[src/rtl/uart_tx_ctrl.sv]
// uart_tx_ctrl
//   UART transmit controller. It accepts one word through a valid/ready
//   handshake and sends it as one serial frame: a start bit, then DATA_BITS
//   data bits LSB first, then one stop bit. Every bit lasts CLKS_PER_BIT
//   cycles.
//
// Ports
//   clk       in   system clock; all state changes on posedge
//   reset_n   in   asynchronous active-low reset
//   tx_valid  in   producer has a word on tx_data
//   tx_data   in   word to send (DATA_BITS wide); sampled only on acceptance
//   tx_ready  out  controller can accept a word (IDLE only)
//   tx_out    out  registered serial line, idles high
//   busy      out  frame in progress (START/DATA/STOP)
//   done      out  one-cycle pulse on the first IDLE cycle after a stop bit
//
// state | meaning
// ------+-------------------------------------------------------
// IDLE  | line high, waiting for tx_valid
// START | driving the start bit (0)
// DATA  | shifting data bits out, LSB first
// STOP  | driving the stop bit (1); done follows on its last edge

module uart_tx_ctrl #(
  parameter int CLKS_PER_BIT = 8,
  parameter int DATA_BITS    = 8
) (
  input  logic                 clk,
  input  logic                 reset_n,
  input  logic                 tx_valid,
  input  logic [DATA_BITS-1:0] tx_data,
  output logic                 tx_ready,
  output logic                 tx_out,
  output logic                 busy,
  output logic                 done
);

  localparam int BW = (CLKS_PER_BIT > 1) ? $clog2(CLKS_PER_BIT) : 1;
  localparam int IW = $clog2(DATA_BITS);
  localparam logic [BW-1:0] BAUD_LAST = BW'(CLKS_PER_BIT - 1);
  localparam logic [IW-1:0] IDX_LAST  = IW'(DATA_BITS - 1);

  typedef enum logic [1:0] {IDLE, START, DATA, STOP} state_t;

  state_t               state, state_nxt;
  logic [BW-1:0]        baud_cnt, baud_cnt_nxt;
  logic [IW-1:0]        bit_idx, bit_idx_nxt;
  logic [DATA_BITS-1:0] shift_reg, shift_reg_nxt;
  logic                 tx_out_nxt;
  logic                 done_nxt;
  logic                 bit_end;

  assign bit_end  = (baud_cnt == BAUD_LAST);
  assign tx_ready = (state == IDLE);
  assign busy     = (state != IDLE);

  always_ff @(posedge clk or negedge reset_n) begin
    if (!reset_n) begin
      state     <= IDLE;
      baud_cnt  <= '0;
      bit_idx   <= '0;
      shift_reg <= '0;
      tx_out    <= 1'b1;
      done      <= 1'b0;
    end else begin
      state     <= state_nxt;
      baud_cnt  <= baud_cnt_nxt;
      bit_idx   <= bit_idx_nxt;
      shift_reg <= shift_reg_nxt;
      tx_out    <= tx_out_nxt;
      done      <= done_nxt;
    end
  end

  always_comb begin
    state_nxt     = state;
    baud_cnt_nxt  = baud_cnt;
    bit_idx_nxt   = bit_idx;
    shift_reg_nxt = shift_reg;
    done_nxt      = 1'b0;
    tx_out_nxt    = 1'b1;

    // The baud divider runs in every non-idle state and wraps on bit_end,
    // so each bit of the frame gets exactly CLKS_PER_BIT cycles.
    if (state != IDLE) begin
      baud_cnt_nxt = bit_end ? '0 : baud_cnt + BW'(1);
    end

    case (state)
      IDLE: begin
        if (tx_valid) begin
          shift_reg_nxt = tx_data;
          baud_cnt_nxt  = '0;
          state_nxt     = START;
        end
      end
      START: begin
        if (bit_end) begin
          bit_idx_nxt = '0;
          state_nxt   = DATA;
        end
      end
      DATA: begin
        if (bit_end) begin
          shift_reg_nxt = {1'b0, shift_reg[DATA_BITS-1:1]};
          if (bit_idx == IDX_LAST) begin
            bit_idx_nxt = '0;
            state_nxt   = STOP;
          end else begin
            bit_idx_nxt = bit_idx + IW'(1);
          end
        end
      end
      STOP: begin
        if (bit_end) begin
          state_nxt = IDLE;
          done_nxt  = 1'b1;
        end
      end
      default: state_nxt = IDLE;
    endcase

    // tx_out is registered from the next-state values so the line level
    // changes on the same edge as the state, with no path from tx_valid.
    case (state_nxt)
      START:   tx_out_nxt = 1'b0;
      DATA:    tx_out_nxt = shift_reg_nxt[0];
      default: tx_out_nxt = 1'b1;
    endcase
  end

endmodule

[config.mk]
export PLATFORM = sky130hd
export DESIGN_NAME = uart_tx_ctrl
export DESIGN_NICKNAME = d
export VERILOG_FILES = /design/src/rtl/uart_tx_ctrl.sv
export SDC_FILE = /design/constraint.sdc
export NUM_CORES = 1
export LEC_CHECK = 0
export BUFFER_PORTS_ARGS = -buffer_cell sky130_fd_sc_hd__buf_2
export CORE_ASPECT_RATIO = 0.8
export CORE_MARGIN = 2
export CORE_UTILIZATION = 55
export CTS_BUF_LIST = sky130_fd_sc_hd__clkbuf_4
export DETAILED_ROUTE_END_ITERATION = 10
export PLACE_DENSITY = 0.78
export SLEW_MARGIN = 5
export SYNTH_ARGS = -nofsm -noshare
export SYNTH_HDL_FRONTEND = slang
export SYNTH_SLANG_ARGS = --single-unit
[constraint.sdc]
create_clock -name clk -period 2.5 [get_ports clk]
set_clock_uncertainty 0.2 [all_clocks]
set_input_delay 0.25 -clock clk [delete_from_list [all_inputs] [get_ports clk]]
set_output_delay 0.25 -clock clk [all_outputs]
set_load 0.02 [all_outputs]
==> results of run 1 <==
[cells by family (layout without fill, tap and decap cells)]
| kind of cell | Yosys count | count (layout) |
|---|---|---|
| flip-flops | 18 | 18 |
| adder cells (fa/ha/maj) | 5 | 5 |
| buffers and inverters | 8 | 21 |
| multiplexers | 3 | 3 |
| XOR/XNOR | 1 | 1 |
| AND/OR/NAND/NOR | 23 | 23 |
| AO/OA/AOI/OAI | 24 | 24 |
[area by class of cell]
cell class	count	area, µm²
multi-input cells	56	424
flip-flops and latches	18	452
clock buffers	4	30.0
fillers	131	589
repair buffers	15	80.1
inverters	2	7.51
well taps	22	27.5
[layout by cell type, fill, tap and decap left out]
cell and count:
a21boi_0 1, a21o_1 1, a21oi_1 2, a21oi_4 1, a221o_1 6, a22oi_1 1
a31oi_1 2, a32o_1 1, and3_1 7, and3b_1 2, and4b_1 1, buf_2 14
clkbuf_4 4, dfrtp_1 17, dfstp_2 1, dlygate4sd3_1 1, ha_1 5, inv_1 2
mux2i_1 3, nand2_1 7, nand3_1 1, nand3b_1 3, nor2_2 1, nor3b_1 1
o211a_1 1, o21ai_0 7, o31ai_1 1, xnor2_1 1
[synthesized netlist by cell type, drive strengths merged]
cell / number
ha: 5
a221o: 6
nand2: 7
nand3: 1
o21ai: 7
and3: 7
a21o: 1
buf: 6
o31ai: 1
dfstp: 1
xnor2: 1
nand3b: 3
a32o: 1
a31oi: 2
mux2i: 3
nor3b: 1
a21boi: 1
o211a: 1
and3b: 2
a21oi: 3
and4b: 1
nor2: 1
a22oi: 1
dfrtp: 17
inv: 2
[repair_timing]
item,in CTS,in global routing
hold buffers,1,0
setup endpoints to repair,0,0
setup buffers,0,0
hold endpoints to repair,18,0
[stage by stage]
stage	utilization	setup slack, ns	cell area, µm²
floorplan	-	0.732	928
global placement	0.609	0.624	981
detailed placement	0.609	0.573	981
CTS	0.634	0.403	1020
global route	0.634	0.270	1020
finish	0.634	0.419	1020
[critical path: stages, from the launching register on]
cell,delay [ns]
dfrtp_1,0.55
nor2_2,0.52
buf_2,0.27
[routing by layer]
metal,track usage,vias up
met2,0.250,17
met1,0.267,296
met3,0.0693,4
met5,0,-
li1,-,331
met4,0.0833,0
[power groups by stage]
stage / logic (µW) / clock network, µW / registers, µW
after CTS: 424 / 166 / 543
after floorplan: 372 / 0 / 505
final: 421 / 158 / 545
after global placement: 413 / 0 / 542
after global routing: 476 / 175 / 567
after detailed placement: 415 / 0 / 549
[how the worst max path moves through the flow]
stage,slack (ns),cells after the start,start,endpoint
detailed placement,0.57,5,baud_cnt[0],shift_reg[4]
global route,0.27,2,state[0],tx_ready
global placement,0.62,5,baud_cnt[0],shift_reg[6]
floorplan,0.73,5,baud_cnt[0],shift_reg[2]
CTS,0.40,2,state[0],tx_ready
finish,0.42,2,state[0],tx_ready
==> results.txt, run 1 <==
The flow ran to the end, and the final reports show no timing, DRC or antenna violations. After synthesis the netlist holds a flip-flop and latch count of 18. The tools report the source of the worst register-to-register timing path as baud_cnt[0].

In this run the standard cell core region covers 1610 µm². The tools report the first-pass iteration count of the detailed router as 4. The run gives 0 as the number of maximum-capacitance constraint violations. The internal power of the cells totals 703 µW. Buffers placed on the I/O ports in this run total 14. The cell area that synthesis handed to floorplanning was 928 µm². Yosys printed 0 warnings. The tools report the share of total power in sequential cells as 0.485.

The worst hold path was traced through 3 stages. The number of global-route vias before repair is 531. The relative max-transition margin is 0.619. The startpoint of the most critical hold path is tx_data[0]. For this design the total switching power over the nets is 421 µW. Data on the critical path is required at its endpoint by 2.05 ns. The chip width was 49.9 µm. The tools report the destination of the worst register-to-register timing path as shift_reg[4].

For the number of routed nets with antenna violations, the log shows 0. Adder and majority gate portion of the synthesized area: 0.0674. Layout net count: 112. The worst hold slack is 0.0171 ns.

The tools report the power share of the clock group as 0.141. The HPWL reported at the end of detailed placement is 1100 µm. After synthesis, the largest family of logic cells by area is compound AO/OA/AOI/OAI gates. In this run the vertical extent of the chip is 40.7 µm. Buffers inserted during clock tree synthesis total 3. Synthesis produced 82 cells. 0 antenna diodes ended up in the layout. For the initial cell density of the core, the log shows 0.577. The layout cell share with drive strength beyond 1 works out to 0.221. Dividing total power by cell area gives a power density of 1100 nW/µm². The max-slew violation total from the final report is 0, and the xor and xnor fraction of the mapped netlist area is 0.00943.

Class of the most critical setup path: register to primary output. The final-report setup violation count is 0. Clock tree synthesis found a total of 18 sinks. The tools report the initial antenna violation count as 0. The via count is 648, and the synthesized net count is 98. The startpoint class of the critical path is a register. At the later pin of the worst-skew pair, clock insertion delay measures 0.29 ns. The count of cells along the worst register-to-register path is 5. The nature of the critical path endpoint is a primary output. Summed over all layers, the global routing overflow is 0.

After detailed routing, the number of remaining DRC violations is 0. In this run the top signal layer used is met4. The synthesized-area fraction occupied by ao, oa, aoi and oai cells works out to 0.198.

The run gives 0.487 as the portion of the post-synthesis area used by sequential elements. TritonCTS built the clock tree. The number of H-tree levels was 1; the number of DRC violations after detailed-routing iteration 0 was 14. For this run, the top clock speed supported by timing is 481 MHz. Ranked by total cell area, the synthesized netlist is headed by dfrtp_1 (46%), ha_1 (6.7%), a221o_1 (6.5%), and3_1 (4.7%), o21ai_0 (3.8%).

After floorplanning, the core was divided into 13 placement rows. For hold timing, the worst endpoint is shift_reg[0]. The tree is rooted in a clkbuf_4. The share of total power in combinational logic is 0.375, and the fraction of power spent switching nets is 0.374.

At the pin with the least slew margin, the transition time is 0.571 ns. The worst-case IR drop observed on VDD is 0.749 mV. The final worst-path cycle share works out to 0.832. dfrtp_1 takes more of the synthesized area than any other cell. The tools report the maximum count of clock buffers along a single path as 2.

The average footprint of a synthesized cell is 11.3 µm², and the setup TNS after final layout is 0 ns. Relative to the synthesized area, the layout overhead comes to 9.97%. Number of flip-flops in the largest register: 8. The path class of the tightest hold or removal check is input port to register.

The run gives 0.720 as the routability congestion estimate from global placement. The number of top-level pins came out at 15. The tools report the routed length on met2 as 633 µm. Summed over all nets, wire length on met3 after detailed routing comes to 97 µm. Along the worst path, the maximum fanout reaches 17. For this design the static power due to leakage is 0.000523 µW.

Including well taps, the total number of placed cells is 112. The maximum number of pins on one net before global-route repair was 19. The netlist uses 28 different library cells.

The arrival time of data at the critical path endpoint came out at 1.63 ns. Setup slack on the worst reg-to-reg path comes out at 0.53 ns. Setup repair after global routing left no endpoint under its margin.

The top cell type's share of synthesized area works out to 0.458. The first global-routing pass estimated 2620 µm of wire. The count of cells in the finished layout, fillers not included, comes to 117.

Once the clock tree was built, the resizer swapped 0 gates to a different size. For the global-route usage over all layers, the log shows 0.187. After detailed routing, the wire length on met1 is 837 µm.

After detailed routing, the average wire length per cell comes to 13.6 µm. The mean number of vias per cell was 5.54; the final count of hold timing violations was 0. After layout, the design draws a total of 1120 µW. The simple-gate portion of the synthesized area works out to 0.150.

The final layout contains routed wiring with a total length of 1600 µm. After clock tree synthesis, the clock-pin slew on the worst setup and hold paths is 0.10 ns. The die covers 2030 µm². The mux share of post-synthesis cell area is 0.0323, and the final critical delay including setup and external delays is 2.08 ns.
Note: power is estimated with default switching activity, not from simulation.
==> run 2: changes to the inputs <==
==> constraint.sdc (replaced) <==
create_clock -name clk -period 2.1 [get_ports clk]
set_clock_uncertainty 0.2 [all_clocks]
set_input_delay 0.21 -clock clk [delete_from_list [all_inputs] [get_ports clk]]
set_output_delay 0.21 -clock clk [all_outputs]
set_load 0.02 [all_outputs]
==> results.txt, run 2 (synthesis gave the netlist of run 1 again) <==
The chip width came out at 49.9 µm (unchanged). TritonCTS built the clock tree. The setup slack of the critical path after layout is 0.113 ns (-0.306 ns).

Leaving out fill and tap cells, the most frequent cell in the layout is dfrtp_1. The buffer count from post-CTS setup fixing is 0 (unchanged), and the total CTS buffers is 3 (unchanged). The area added between synthesis and finish is 14.6%, and the final count of hold timing violations is 0 (unchanged).

The run gives 13 (unchanged) as the number of rows in the core area. The worst path required time came out at 1.69 ns (-0.36 ns). The highest ir drop seen on vdd came out at 0.705 mV (-5.8%). The final-report setup violation count is 0 (unchanged).

The DRC violations left is 0 (unchanged). The number of global-route vias before repair came out at 613 (+15%). The number of fillers in the final layout is 120 (-8.4%), and the initial antenna violation count is 0 (unchanged).

The routability congestion estimate from global placement was 0.756 (+4.9%). The run gives 0 (unchanged) as the leftover overflow at the end of global routing. The global-route usage over all layers is 0.200 (+0.0135), and the number of instances on the worst hold path is 3 (unchanged). The run gives 1060 µm² (+4.2%) as the final non-filler cell area. The final worst-path cycle share was 0.946; the power density over the cells was 1300 nW/µm² (+18%).

For the slack of the worst reg-to-reg path, the log shows 0.17 ns (-0.36 ns). The longest individual stage delay on the worst path was 0.49 ns (-0.06 ns). The count of cells along the worst register-to-register path was 5 (unchanged); the routed wirelength normalized by instance count was 14.7 µm (+8.2%).

Number of flip-flops in the largest register: 8 (unchanged). The first-pass iteration count of the detailed router is 4 (unchanged), and the HPWL reported at the end of detailed placement is 1290 µm (+17%). The tools report the die outline area as 2030 µm² (unchanged).

The destination of the worst register-to-register timing path is shift_reg[4]. For the number of H-tree levels, the log shows 1 (unchanged). For the clock latency on the worst-skew pair, the log shows 0.30 ns (about the same). The arrival time of data at the critical path endpoint is 1.58 ns (-0.05 ns). The number of maximum-capacitance constraint violations came out at 0 (unchanged). The logs give 0 (unchanged) for the number of routed nets with antenna violations and 1610 µm² (unchanged) for the total core area.

The count of buffers inserted at the top-level ports is 14 (unchanged). The startpoint identified for the worst register-to-register timing path is baud_cnt[0]. The startpoint class of the critical path was a register. The tree is rooted in a clkbuf_4.

The final critical delay including setup and external delays is 1.99 ns. Leaving out fill and tap cells, the most frequent cells in the layout are dfrtp_1 (17), buf_2 (14), nand2_1 (7), o21ai_0 (7), and3_1 (7). Number of inserted diodes: 0 (unchanged).

The first-pass GRT wire length is 2720 µm (+3.7%), and the biggest fanout along the worst timing path is 10 (-7). Based on the critical path, the design can be clocked at up to 503 MHz. The mean number of vias per cell was 6.12 (+11%).

For the maximum count of clock buffers along a single path, the log shows 2 (unchanged). The run finished with clean final reports. The minimum setup slack after placement is 0.197 ns (-0.376 ns). The master of the slowest instance on the critical path is dfrtp_1. Setup TNS after final layout: 0 ns (unchanged). STA classifies the critical path endpoint as a primary output.

The logs give 0.000545 µW (+4.4%) for the leakage power and 19 (unchanged) for the maximum number of pins on one net before global-route repair. The number of top-level pins was 15 (unchanged); the clock transition at the register clock pins on the worst setup and hold paths after CTS was 0.11 ns (about the same). Total clock sinks: 18 (unchanged).

The final wirelength was 1800 µm (+13%); the initial cell density of the core was 0.577 (unchanged). The number of DRC violations after detailed-routing iteration 0 came out at 16 (+2). Die boundary height: 40.7 µm (unchanged). The startpoint of the most critical hold path was tx_data[5]. By startpoint and endpoint, the worst setup path is classified as register to primary output.

Walking the worst path, the cells encountered are nor2_2, buf_4, inv_1, buf_2. Max-slew violation total from the final report: 0 (unchanged). Setup repair after global routing left no endpoint under its margin. The relative max-transition margin is 0.715 (+0.0959). The via count is 747 (+15%), and the layout net count is 117 (+4.5%). The tools report the post-detailed-placement cell area as 1000 µm² (+2.3%). The path category of the worst min-delay check is input port to register.

The layout cell share with drive strength beyond 1 was 0.240 (+0.0189). For hold timing, the worst endpoint is shift_reg[5]. The transition time at the pin with the least slew margin was 0.427 ns (-0.144 ns).
run 2: repair_timing:
item	4_1_cts	5_1_grt
resized for setup	0	0
hold endpoints to repair	20	0
hold buffers	3	0
run 2: how the worst max path moves through the flow:
stage	start	end	slack, ns	cells after the start
after floorplan	baud_cnt[0]	shift_reg[2]	0.33	5
after global placement	baud_cnt[0]	shift_reg[1]	0.30	5
after detailed placement	baud_cnt[0]	shift_reg[3]	0.20	5
after CTS	state[0]	busy	0.12	4
after global routing	state[0]	busy	0.02	4
final	state[0]	busy	0.11	4
run 2: metrics by stage:
| step | total power (µW) | hold slack [ns] | util | cells |
|---|---|---|---|---|
| 2_1_floorplan | 1040 | -0.286 | - | 82 |
| 3_3_place_gp | 1160 | -0.0472 | 0.623 | 115 |
| 3_5_place_dp | 1190 | -0.0459 | 0.623 | 115 |
| 4_1_cts | 1400 | 0.0190 | 0.660 | 122 |
| 5_1_grt | 1500 | 0.0186 | 0.660 | 122 |
| 6_report | 1390 | 0.0329 | 0.660 | 122 |
run 2: final cells by class:
cell class              instances  area (µm²)  share of cell area
flip-flops and latches         18         452               0.425
multi-input cells              56         424               0.399
repair buffers                 20         123               0.115
clock buffers                   4        30.0              0.0282
well taps                      22        27.5              0.0259
inverters                       2        7.51             0.00706
run 2: power by group:
group          switching, µW  internal (µW)  leakage [µW]  total (µW)
clock                    109           87.0     0.0000184         196
sequential               109            508      0.000212         617
combinational            305            269      0.000315         574
run 2: metal layers:
layer  track usage  share of wire
met4         0.132          0.016
met5             0              0
met2         0.323           0.47
met1         0.230           0.44
met3        0.0803          0.068
run 2: worst max-delay path: cells and delay by family (launching register included):
family	cells	cell delay (ns)
buffers and inverters	3	0.41
DFF	1	0.49
and+or+nand+nor	1	0.38
